File: config.mk
export PLATFORM = sky130hd
export DESIGN_NAME = pa3_button_debounce
export DESIGN_NICKNAME = d
export VERILOG_FILES = /design/src/rtl/pa3_button_pkg.sv /design/src/rtl/pa3_debounce_channel.sv /design/src/rtl/pa3_button_debounce.sv
export SDC_FILE = /design/constraint.sdc
export NUM_CORES = 1
export LEC_CHECK = 0
export BUFFER_PORTS_ARGS = -buffer_cell sky130_fd_sc_hd__buf_2
export CORE_UTILIZATION = 56
export CTS_CLUSTER_DIAMETER = 120
export DETAILED_ROUTE_END_ITERATION = 8
export PLACE_DENSITY = 0.73
export SLEW_MARGIN = 20
export SYNTH_ARGS = -nofsm -noshare
export SYNTH_HDL_FRONTEND = slang
export SYNTH_HIERARCHICAL = 1
export SYNTH_SLANG_ARGS = --single-unit
File: constraint.sdc
create_clock -name clk_40mhz -period 2.2 [get_ports clk_40mhz]
set_input_delay 0.55 -clock clk_40mhz [delete_from_list [all_inputs] [get_ports clk_40mhz]]
set_output_delay 0.55 -clock clk_40mhz [all_outputs]
set_load 0.1 [all_outputs]
File: src/rtl/pa3_button_pkg.sv
`default_nettype none
// ============================================================================
// Module   : pa3_button_pkg
// Purpose  : Shared types and helpers for the pushbutton debounce path.
// Revision : 1.0
// ============================================================================
package pa3_button_pkg;

    typedef enum logic [1:0] {
        STABLE_LO = 2'd0,
        WAIT_HI   = 2'd1,
        STABLE_HI = 2'd2,
        WAIT_LO   = 2'd3
    } debounce_state_t;

    function automatic integer debounce_cycles(input real freq_hz, input real time_s);
        return integer'(freq_hz * time_s);
    endfunction

endpackage
`default_nettype wire

File: src/rtl/pa3_debounce_channel.sv
`default_nettype none
// ============================================================================
// Module   : pa3_debounce_channel
// Purpose  : One channel: 2-flop synchronizer, debounce FSM and stable counter.
// Revision : 1.0
// ============================================================================
module pa3_debounce_channel #(
    parameter int DEBOUNCE_CYCLES = 400000,
    parameter int CWIDTH          = 19
) (
    input  logic clk_40mhz,
    input  logic rstN,
    input  logic din,
    output logic btn_level,
    output logic btn_press,
    output logic btn_release
);
    import pa3_button_pkg::*;

    localparam logic [CWIDTH-1:0] c_last_count = CWIDTH'(DEBOUNCE_CYCLES - 1);

    logic [1:0]        r_sync;
    logic              w_s;
    debounce_state_t   r_state, w_state_nxt;
    logic [CWIDTH-1:0] r_count, w_count_nxt;
    logic              r_level, w_level_nxt;
    logic              r_press, w_press_nxt;
    logic              r_release, w_release_nxt;

    assign w_s = r_sync[1];

    always_ff @(posedge clk_40mhz or negedge rstN) begin
        if (!rstN) begin
            r_sync    <= 2'b00;
            r_state   <= STABLE_LO;
            r_count   <= '0;
            r_level   <= 1'b0;
            r_press   <= 1'b0;
            r_release <= 1'b0;
        end else begin
            r_sync    <= {r_sync[0], din};
            r_state   <= w_state_nxt;
            r_count   <= w_count_nxt;
            r_level   <= w_level_nxt;
            r_press   <= w_press_nxt;
            r_release <= w_release_nxt;
        end
    end

    // Counter is cleared on every WAIT entry and exit, so it can never wrap.
    always_comb begin
        w_state_nxt   = r_state;
        w_count_nxt   = r_count;
        w_level_nxt   = r_level;
        w_press_nxt   = 1'b0;
        w_release_nxt = 1'b0;
        case (r_state)
            STABLE_LO: begin
                if (w_s) begin
                    w_state_nxt = WAIT_HI;
                    w_count_nxt = '0;
                end
            end
            WAIT_HI: begin
                if (!w_s) begin
                    w_state_nxt = STABLE_LO;
                    w_count_nxt = '0;
                end else if (r_count == c_last_count) begin
                    w_state_nxt = STABLE_HI;
                    w_count_nxt = '0;
                    w_level_nxt = 1'b1;
                    w_press_nxt = 1'b1;
                end else begin
                    w_count_nxt = r_count + CWIDTH'(1);
                end
            end
            STABLE_HI: begin
                if (!w_s) begin
                    w_state_nxt = WAIT_LO;
                    w_count_nxt = '0;
                end
            end
            WAIT_LO: begin
                if (w_s) begin
                    w_state_nxt = STABLE_HI;
                    w_count_nxt = '0;
                end else if (r_count == c_last_count) begin
                    w_state_nxt   = STABLE_LO;
                    w_count_nxt   = '0;
                    w_level_nxt   = 1'b0;
                    w_release_nxt = 1'b1;
                end else begin
                    w_count_nxt = r_count + CWIDTH'(1);
                end
            end
            default: begin
                w_state_nxt = STABLE_LO;
                w_count_nxt = '0;
            end
        endcase
    end

    assign btn_level   = r_level;
    assign btn_press   = r_press;
    assign btn_release = r_release;

endmodule
`default_nettype wire

File: src/rtl/pa3_button_debounce.sv
`default_nettype none
// ============================================================================
// Module   : pa3_button_debounce
// Purpose  : Debounced level plus press/release pulses for NUM_INPUTS pins.
// Revision : 1.0
// ============================================================================
module pa3_button_debounce #(
    parameter int  NUM_INPUTS    = 4,
    parameter real CLK_FREQUENCY = 40.0e6,
    parameter real DEBOUNCE_TIME = 10.0e-3,
    parameter int  ACTIVE_LOW    = 1
) (
    input  logic                  clk_40mhz,
    input  logic                  rstN,
    input  logic [NUM_INPUTS-1:0] btn_pin,
    output logic [NUM_INPUTS-1:0] btn_level,
    output logic [NUM_INPUTS-1:0] btn_press,
    output logic [NUM_INPUTS-1:0] btn_release
);
    import pa3_button_pkg::*;

    localparam int DEBOUNCE_CYCLES = debounce_cycles(CLK_FREQUENCY, DEBOUNCE_TIME);
    localparam int CWIDTH          = integer'($clog2(DEBOUNCE_CYCLES));

    logic [NUM_INPUTS-1:0] w_in;

    // Internally 1 always means "pressed".
    assign w_in = (ACTIVE_LOW != 0) ? ~btn_pin : btn_pin;

    for (genvar g = 0; g < NUM_INPUTS; g++) begin : g_ch
        pa3_debounce_channel #(
            .DEBOUNCE_CYCLES (DEBOUNCE_CYCLES),
            .CWIDTH          (CWIDTH)
        ) u_channel (
            .clk_40mhz   (clk_40mhz),
            .rstN        (rstN),
            .din         (w_in[g]),
            .btn_level   (btn_level[g]),
            .btn_press   (btn_press[g]),
            .btn_release (btn_release[g])
        );
    end

endmodule
`default_nettype wire
# ---- Word level (Yosys, flattened, before mapping)
# Cells that the tools add are included.
dict set report totals {
  ff_bits 104
  elab_cells 189
}
dict set report op_classes {
  add_sub_neg 4
  eq_ne 48
  muxes 92
  bitwise 1
  n_reduce_logical 20
}
# operator n
set op_table {}
lappend op_table {{$mux W19} 20}
lappend op_table {{$pmux W19 S4} 4}
lappend op_table {{$add A19 B1 Y19 const B} 4}
lappend op_table {{$eq A19 B19 Y1 const B} 4}
lappend op_table {{$mux W2} 24}
lappend op_table {{$mux W1} 36}
lappend op_table {{$ne A2 B1 Y1 const B} 16}
lappend op_table {{$pmux W2 S4} 4}
lappend op_table {{$reduce_and A5 Y1} 4}
lappend op_table {{$eq A2 B2 Y1 const B} 8}
lappend op_table {{$ne A2 B2 Y1 const B} 8}
lappend op_table {{$reduce_and A4 Y1} 4}
lappend op_table {{$ne A3 B1 Y1 const B} 4}
lappend op_table {{$ne A3 B3 Y1 const B} 4}
lappend op_table {{$eq A2 B1 Y1 const B} 4}
lappend op_table {{$logic_not A2 Y1} 4}
lappend op_table {{$pmux W1 S2} 4}
lappend op_table {{$reduce_and A2 Y1} 4}
lappend op_table {{$reduce_bool A2 Y1} 4}
lappend op_table {{$not A4 Y4} 1}

# ---- Logic depth before layout (Yosys ltp)
# Gate-level depths: netlist of the first run.
dict set report depth {
  depth_word 4
  ltp_mapped 7
  ltp_nobuf 6
}

# ---- Modules after synthesis
# The synthesis of the first run kept the hierarchy.
# mod n_inst cells_each area_per_inst_um2
set by_module_without_submodules {}
lappend by_module_without_submodules {{pa3_debounce_channel (g_ch[1].u_channel ...)} 2 154 1376.3}
lappend by_module_without_submodules {{pa3_debounce_channel (g_ch[0].u_channel)} 1 144 1366.3}
lappend by_module_without_submodules {{pa3_debounce_channel (g_ch[3].u_channel)} 1 148 1345.0}
lappend by_module_without_submodules {pa3_button_debounce 1 4 15.0}

# ---- Least setup slack after synthesis of the first run
# No wires, ideal clock.
dict set report synth_path {
  kind {flip-flop to flip-flop}
  from {reg g_ch[0].u_channel.r_count[16]}
  to {reg g_ch[0].u_channel.r_count[14]}
  setup_ns 0.125
  t_arrival_ns 1.870
  required_ns 2.075
  slack_ns 0.206
  path_stages_with_launch 7
  period_less_slack_ns 1.994
  path_cell_list {dfrtp_1 nand4bb_1 or4_4 o31ai_4 buf_6 nor2_2 mux2_2}
}
dict set report synth_between {
  elab_chain_cells 4
  word_cells_on_any_way 5
  classes_between {eq/ne: 1; mux: 4}
}
# item line_no
set synth_lines {}
lappend synth_lines {{from (decl)} pa3_debounce_channel.sv:25} ;# logic [CWIDTH-1:0] r_count, w_count_nxt;
lappend synth_lines {{from (signal assigned)} pa3_debounce_channel.sv:43} ;# r_count <= w_count_nxt;
lappend synth_lines {{$eq A19 B19 Y1 *} {pa3_debounce_channel.sv:68, pa3_debounce_channel.sv:87}}
lappend synth_lines {{$mux W19 *} {pa3_debounce_channel.sv:68, pa3_debounce_channel.sv:87}}
lappend synth_lines {{$mux W19, on equally long branches} {pa3_debounce_channel.sv:84, pa3_debounce_channel.sv:65}}
lappend synth_lines {{$pmux W19 S4 *} pa3_debounce_channel.sv:57} ;# case (r_state)
# Mark *: on every way between the ends. The rest lies on a longest branch, timed or not.
# A chain may end at the register's enable or synchronous reset.

# ---- Worst setup path in the final report of the first run
# Same ends and word-level chain as after synthesis.

==> flow_summary.json, run 1 <==
{
  "cp-start-kind": "flop",
  "clk_latency_ns": 0.37,
  "multi_input_area_sq_um": 2640,
  "grt_max_degree": 61,
  "route.detailed.drc": 0,
  "cap_violations": 0,
  "synthCells": 604,
  "seq_area_sq_um": 2600,
  "nFillCells": 799,
  "wl_per_cell_microns": 15.5,
  "peakVddDrop_mv": 0.534,
  "critPathKind": "reg2reg",
  "cts_tree": "built",
  "die-height_microns": 101,
  "dr.first_iter.drc_count": 166,
  "dieArea_sq_um": 10200,
  "placement_rows": 35,
  "status": "finished clean",
  "dr_wl_met2_mm": 5.84,
  "place_hpwl_mm": 8.12,
  "dpl.cell_count": 745,
  "synth-main-ff-cell": "dfrtp_1",
  "crit_buf_inv": 0,
  "cts-htree-levels": 3,
  "path_clk_slew_ns": 0.10,
  "start_util_pct": 58.5,
  "grt_pass1_wl_mm": 20.5,
  "synth_edf_count": 0,
  "area_growth_pct": 9.34,
  "yosysTopAreaCell": "dfrtp_1",
  "stdcell_count": 761,
  "via_count": 4662,
  "cts_inserted_buffers": 9,
  "utilization_pct": 63.9,
  "top_layer_used": "met4",
  "final_nets": 638,
  "avgSynthCellArea_sq_um": 9.07,
  "wl_met1_mm": 5.40,
  "ctsLongestPathBuffers": 2,
  "post-route-period-util_pct": 94.0,
  "hold_viol_final": 0,
  "async_flop_share_pct": 100,
  "slew_headroom_pct": 50.9,
  "cellPowerDensity_nw_per_um2": 877,
  "overflow": 0,
  "layout-drive-gt1-share_pct": 12.8,
  "setup_slack_ns": 0.132,
  "wl_mm": 11.8,
  "ys_types": 61,
  "path_cells": "nand4bb_1, or4_4, o31a_2, a21o_2, mux2_2",
  "dp_slack_ns": 0.136,
  "ys_ff_latch": 104,
  "synth_nets": 614,
  "diodes": 0,
  "cts.sinks": 104,
  "grtUsageTotal_pct": 25.6,
  "die_x_microns": 101,
  "crit_fanout": 5,
  "crit_family": "simple AND/OR/NAND/NOR gates",
  "dr.pass1.iters": 4,
  "seq_area_frac_synth_pct": 47.5,
  "route.antenna.remaining_nets": 0,
  "arrival_ns": 2.33,
  "core_area_sq_um": 9370,
  "cp-end-kind": "flop",
  "maxSlewViolCount": 0,
  "syn-cell-area_sq_um": 5480,
  "leakage_nw": 2.59,
  "yosysTopAreaCellShare_pct": 47.5,
  "cts-root-buf": "clkbuf_8",
  "layout_common_cells": "104 x dfrtp_1, 67 x nand2_1, 53 x nand3_1",
  "antenna_found_initial": 0,
  "fin_crit_ns": 2.07,
  "worst_slew_pin_slew_ns": 0.736,
  "ios": 18,
  "viasPerCell": 6.13,
  "gp_congestion": 0.866,
  "setup_viol": 0,
  "critPathMaxStageDelay_ns": 0.53,
  "mostFrequentLayoutCell": "dfrtp_1",
  "fin_skew_ns": 0.0131,
  "yosys_warnings": 6,
  "grt_pass1_vias": 4451,
  "hold_path.class": "in2reg",
  "io_buffers": 17,
  "setup-tns-final_ns": 0,
  "rsz0062_at_grt": "false",
  "fmax_mhz": 484,
  "cp_slowest_cell": "or4_4",
  "wl_met3_microns": 448,
  "synth_area_leaders": "dfrtp_1 47%, nand3_1 4.8%, nand2_1 4.6%, o21ai_0 4.4%, a21oi_1 3.5%",
  "cts_resized": 0,
  "worst-endpoint-required_ns": 2.46
}
## state kept, by name (all words and copies together) (netlist names), named ones only
register	flops
g_ch.u_channel/r_state	4
g_ch.u_channel/btn_release	4
g_ch.u_channel/btn_level	4
g_ch.u_channel/r_count	76
g_ch.u_channel/btn_press	4
g_ch.u_channel/r_sync	8
## cell families after synthesis
family,after synthesis,synth area share [%]
xor+xnor,6,1.23
compound gates,138,15.6
buf+inv,55,4.34
simple gates,288,28.7
mux,9,1.67
fa+ha+maj,4,0.913
flops,104,47.5
## synthesized netlist by cell type, types with 4 or more instances
cell type,count
inv_1,29
nand2_1,67
nand3_1,53
o211ai_1,6
ha_1,4
nor2_1,33
a21o_1,11
buf_2,5
a31oi_1,5
a21oi_1,38
or4_1,4
or3_1,22
nor3b_1,7
and3_1,6
nor4_1,8
or2_2,5
o31ai_1,7
dfrtp_1,104
and4_1,7
clkbuf_1,15
o21ai_0,48
nor3_1,18
mux2i_1,8
nor4bb_1,4
nand4_1,26
a22o_1,6
a31o_2,4
## worst reg2reg max path, stage by stage (launching register included)
cell and delay, ns:
dfrtp_1 0.43, nand4bb_1 0.21, or4_4 0.53, o31a_2 0.36, a21o_2 0.18, mux2_2 0.25
## path summary, 6_finish.rpt
check                                              start                       endpoint  slack, ns  depth (start not counted)
setup reg to reg           g_ch[0].u_channel/r_count[16]  g_ch[0].u_channel/r_count[14]       0.13                          5
max in group asynchronous                           rstN   g_ch[0].u_channel/r_count[9]       1.17                          3
hold / removal                                btn_pin[0]    g_ch[0].u_channel/r_sync[0]       0.31                          2
min in group asynchronous                           rstN   g_ch[0].u_channel/r_count[4]       0.52                          2
setup / recovery           g_ch[0].u_channel/r_count[16]  g_ch[0].u_channel/r_count[14]       0.13                          5
hold reg to reg              g_ch[0].u_channel/r_sync[0]    g_ch[0].u_channel/r_sync[1]       0.35                          0
## where the power goes
| group | internal [mW] | leakage, nW | switching, mW |
|---|---|---|---|
| combinational | 0.658 | 1.08 | 1.09 |
| sequential | 2.07 | 1.41 | 0.231 |
| clock | 0.556 | 0.0956 | 0.656 |
| total | 3.28 | 2.59 | 1.97 |
## cell type report
| class | count | area share (%) |
|---|---|---|
| inverters | 29 | 1.82 |
| well taps | 129 | 2.69 |
| multi-input cells | 445 | 44.1 |
| clock inverters | 4 | 0.919 |
| clock buffers | 11 | 2.36 |
| repair buffers | 39 | 4.68 |
| flip-flops and latches | 104 | 43.4 |
## through the flow
step | power [mW] | hold WS [ns] | cell area [sq um]
5_1_grt | 5.62 | 0.288 | 5990
4_1_cts | 5.28 | 0.295 | 5990
2_1_floorplan | 3.52 | 0.254 | 5480
3_3_place_gp | 3.99 | 0.332 | 5780
3_5_place_dp | 4.06 | 0.336 | 5780
6_report | 5.25 | 0.305 | 5990
## layer usage
metal | GRT usage, % | up-vias
li1 | - | 2264
met1 | 34.1 | 2296
met2 | 42.8 | 87
met3 | 4.51 | 15
met4 | 7.80 | 0
met5 | 0 | -
## what timing repair did
item                      CTS  global route
hold endpoints to repair    1             0
hold buffers                1             0
setup buffers               0             0
No activity file was read; power rests on OpenSTA's default activity.
==> inputs of run 2 (changes only) <==
--- a/config.mk
+++ b/config.mk
@@ -10,6 +10,7 @@
 export CTS_CLUSTER_DIAMETER = 120
 export DETAILED_ROUTE_END_ITERATION = 8
 export PLACE_DENSITY = 0.73
+export SETUP_SLACK_MARGIN = 0.3
 export SLEW_MARGIN = 20
 export SYNTH_ARGS = -nofsm -noshare
 export SYNTH_HDL_FRONTEND = slang
==> run 2 against run 1 <==
Compared with the run above:
- non-clock buffer count is 34 higher
- worst hold slack worse by 0.18 ns
- clock skew is 0.0020 ns lower
- power is 6.7% higher
- register-to-register slack better by 0.12 ns
- largest power group unchanged
==> flow_summary.json, run 2 (synthesis gave the netlist of run 1 again) <==
{
  "hold_viol_final": 0,
  "io_buffers": 17,
  "cts.sinks": 104,
  "diodes": 0,
  "viasPerCell": 6.07,
  "route.detailed.drc": 0,
  "post-route-period-util_pct": 88.3,
  "path_clk_slew_ns": 0.10,
  "postCtsHoldBufs": 0,
  "dr.pass1.iters": 5,
  "worst_slew_pin_slew_ns": 0.783,
  "critPathMaxStageDelay_ns": 0.58,
  "clk_latency_ns": 0.37,
  "grt_pass1_wl_mm": 20.3,
  "slew_headroom_pct": 47.7,
  "setup-tns-final_ns": 0,
  "grt_pass1_vias": 4395,
  "setup_slack_ns": 0.256,
  "critPathKind": "reg2reg",
  "top_register": "g_ch.u_channel/r_count",
  "status": "finished clean",
  "fmax_mhz": 515,
  "nFillCells": 731,
  "core_area_sq_um": 9370,
  "cts_tree": "built",
  "route.antenna.remaining_nets": 0,
  "fin_crit_ns": 1.94,
  "cts-htree-levels": 3,
  "layout-drive-gt1-share_pct": 24.7,
  "dp_slack_ns": 0.125,
  "crit_fanout": 6,
  "peakVddDrop_mv": 0.513,
  "gp_congestion": 0.921,
  "rsz0062_at_grt": "true",
  "largest_reg_flops": 76,
  "place_hpwl_mm": 7.81,
  "layout_common_cells": "84 x dfrtp_1, 66 x nand2_1, 53 x nand3_1",
  "overflow": 0,
  "worst-endpoint-required_ns": 2.47,
  "ctsLongestPathBuffers": 2,
  "cp-end-kind": "flop",
  "die_x_microns": 101,
  "cellPowerDensity_nw_per_um2": 864,
  "worst-r2r-cell-count": 4,
  "placement_rows": 35,
  "area_growth_pct": 18.4,
  "cts_inserted_buffers": 9,
  "path_cells": "or3_2, o31a_4, a21o_2, mux2_2",
  "dieArea_sq_um": 10200,
  "ios": 18,
  "final_nets": 672,
  "arrival_ns": 2.22,
  "wl_per_cell_microns": 16.0,
  "maxSlewViolCount": 0,
  "reg_top3": "g_ch.u_channel/r_count: 76 flops, g_ch.u_channel/r_sync: 8 flops",
  "hold_path.class": "in2async",
  "antenna_found_initial": 0,
  "cap_violations": 0,
  "cp_slowest_cell": "or3_2",
  "cts-root-buf": "clkbuf_8",
  "grt_max_degree": 43,
  "grtUsageTotal_pct": 25.1,
  "wl_mm": 12.8,
  "cp-start-kind": "flop",
  "start_util_pct": 58.5,
  "via_count": 4834,
  "setup_viol": 0,
  "fin_skew_ns": 0.0110,
  "mostFrequentLayoutCell": "dfrtp_1",
  "die-height_microns": 101,
  "dr.first_iter.drc_count": 226,
  "leakage_nw": 2.79
}
==> run 2: timing repair <==
item | 4_1_cts | 5_1_grt
gates resized for setup | 14 | 57
pin swaps | 0 | 6
setup endpoints to repair | 46 | 52
setup buffers | 8 | 30
==> run 2: area by class of cell <==
class	instances	area [sq um]	share of cell area (%)
inverter	29	109	1.68
multi-input combinational	445	2820	43.4
clock inverter	6	92.6	1.43
tap	129	161	2.49
timing repair buffer	73	552	8.50
clock buffer	10	128	1.97
sequential	104	2630	40.5
==> run 2: path summary, 6_finish.rpt <==
path	endpoint	start	slack, ns
max in group asynchronous	g_ch[1].u_channel/r_count[5]	rstN	1.45
setup / recovery	g_ch[0].u_channel/r_count[14]	g_ch[0].u_channel/r_count[8]	0.26
hold reg to reg	g_ch[0].u_channel/r_sync[1]	g_ch[0].u_channel/r_sync[0]	0.36
min in group clk_40mhz	g_ch[0].u_channel/r_sync[0]	btn_pin[0]	0.30
setup reg to reg	g_ch[0].u_channel/r_count[14]	g_ch[0].u_channel/r_count[8]	0.26
hold / removal	g_ch[0].u_channel/btn_press	rstN	0.13
==> run 2: critical path, delay by kind of cell, from the launching register on <==
family          cells  cell delay, ns
compound gates      2            0.57
flops               1            0.45
mux                 1            0.25
simple gates        1            0.58
==> run 2: layer usage <==
layer	track usage, %	vias up	part of all wire [%]
li1	-	2324	-
met1	33.2	2346	44
met2	41.8	144	50
met3	4.65	20	4.7
met4	7.92	0	1.3
met5	0	-	0
==> run 2: metrics by stage <==
stage	cell area [sq um]	instances	total power, mW	util (%)	hold slack, ns
after floorplan	5480	604	3.52	-	0.254
after global placement	5760	742	3.93	61.5	0.333
after detailed placement	5760	742	3.98	61.5	0.336
after CTS	6100	766	5.37	65.0	0.140
after global routing	6490	796	5.94	69.2	0.158
final	6490	796	5.60	69.2	0.127
==> run 2: power breakdown <==
group	switching (mW)	internal, mW	leakage (nW)
combinational	1.15	0.808	1.30
clock	0.674	0.647	0.103
sequential	0.250	2.07	1.38
total	2.08	3.53	2.79
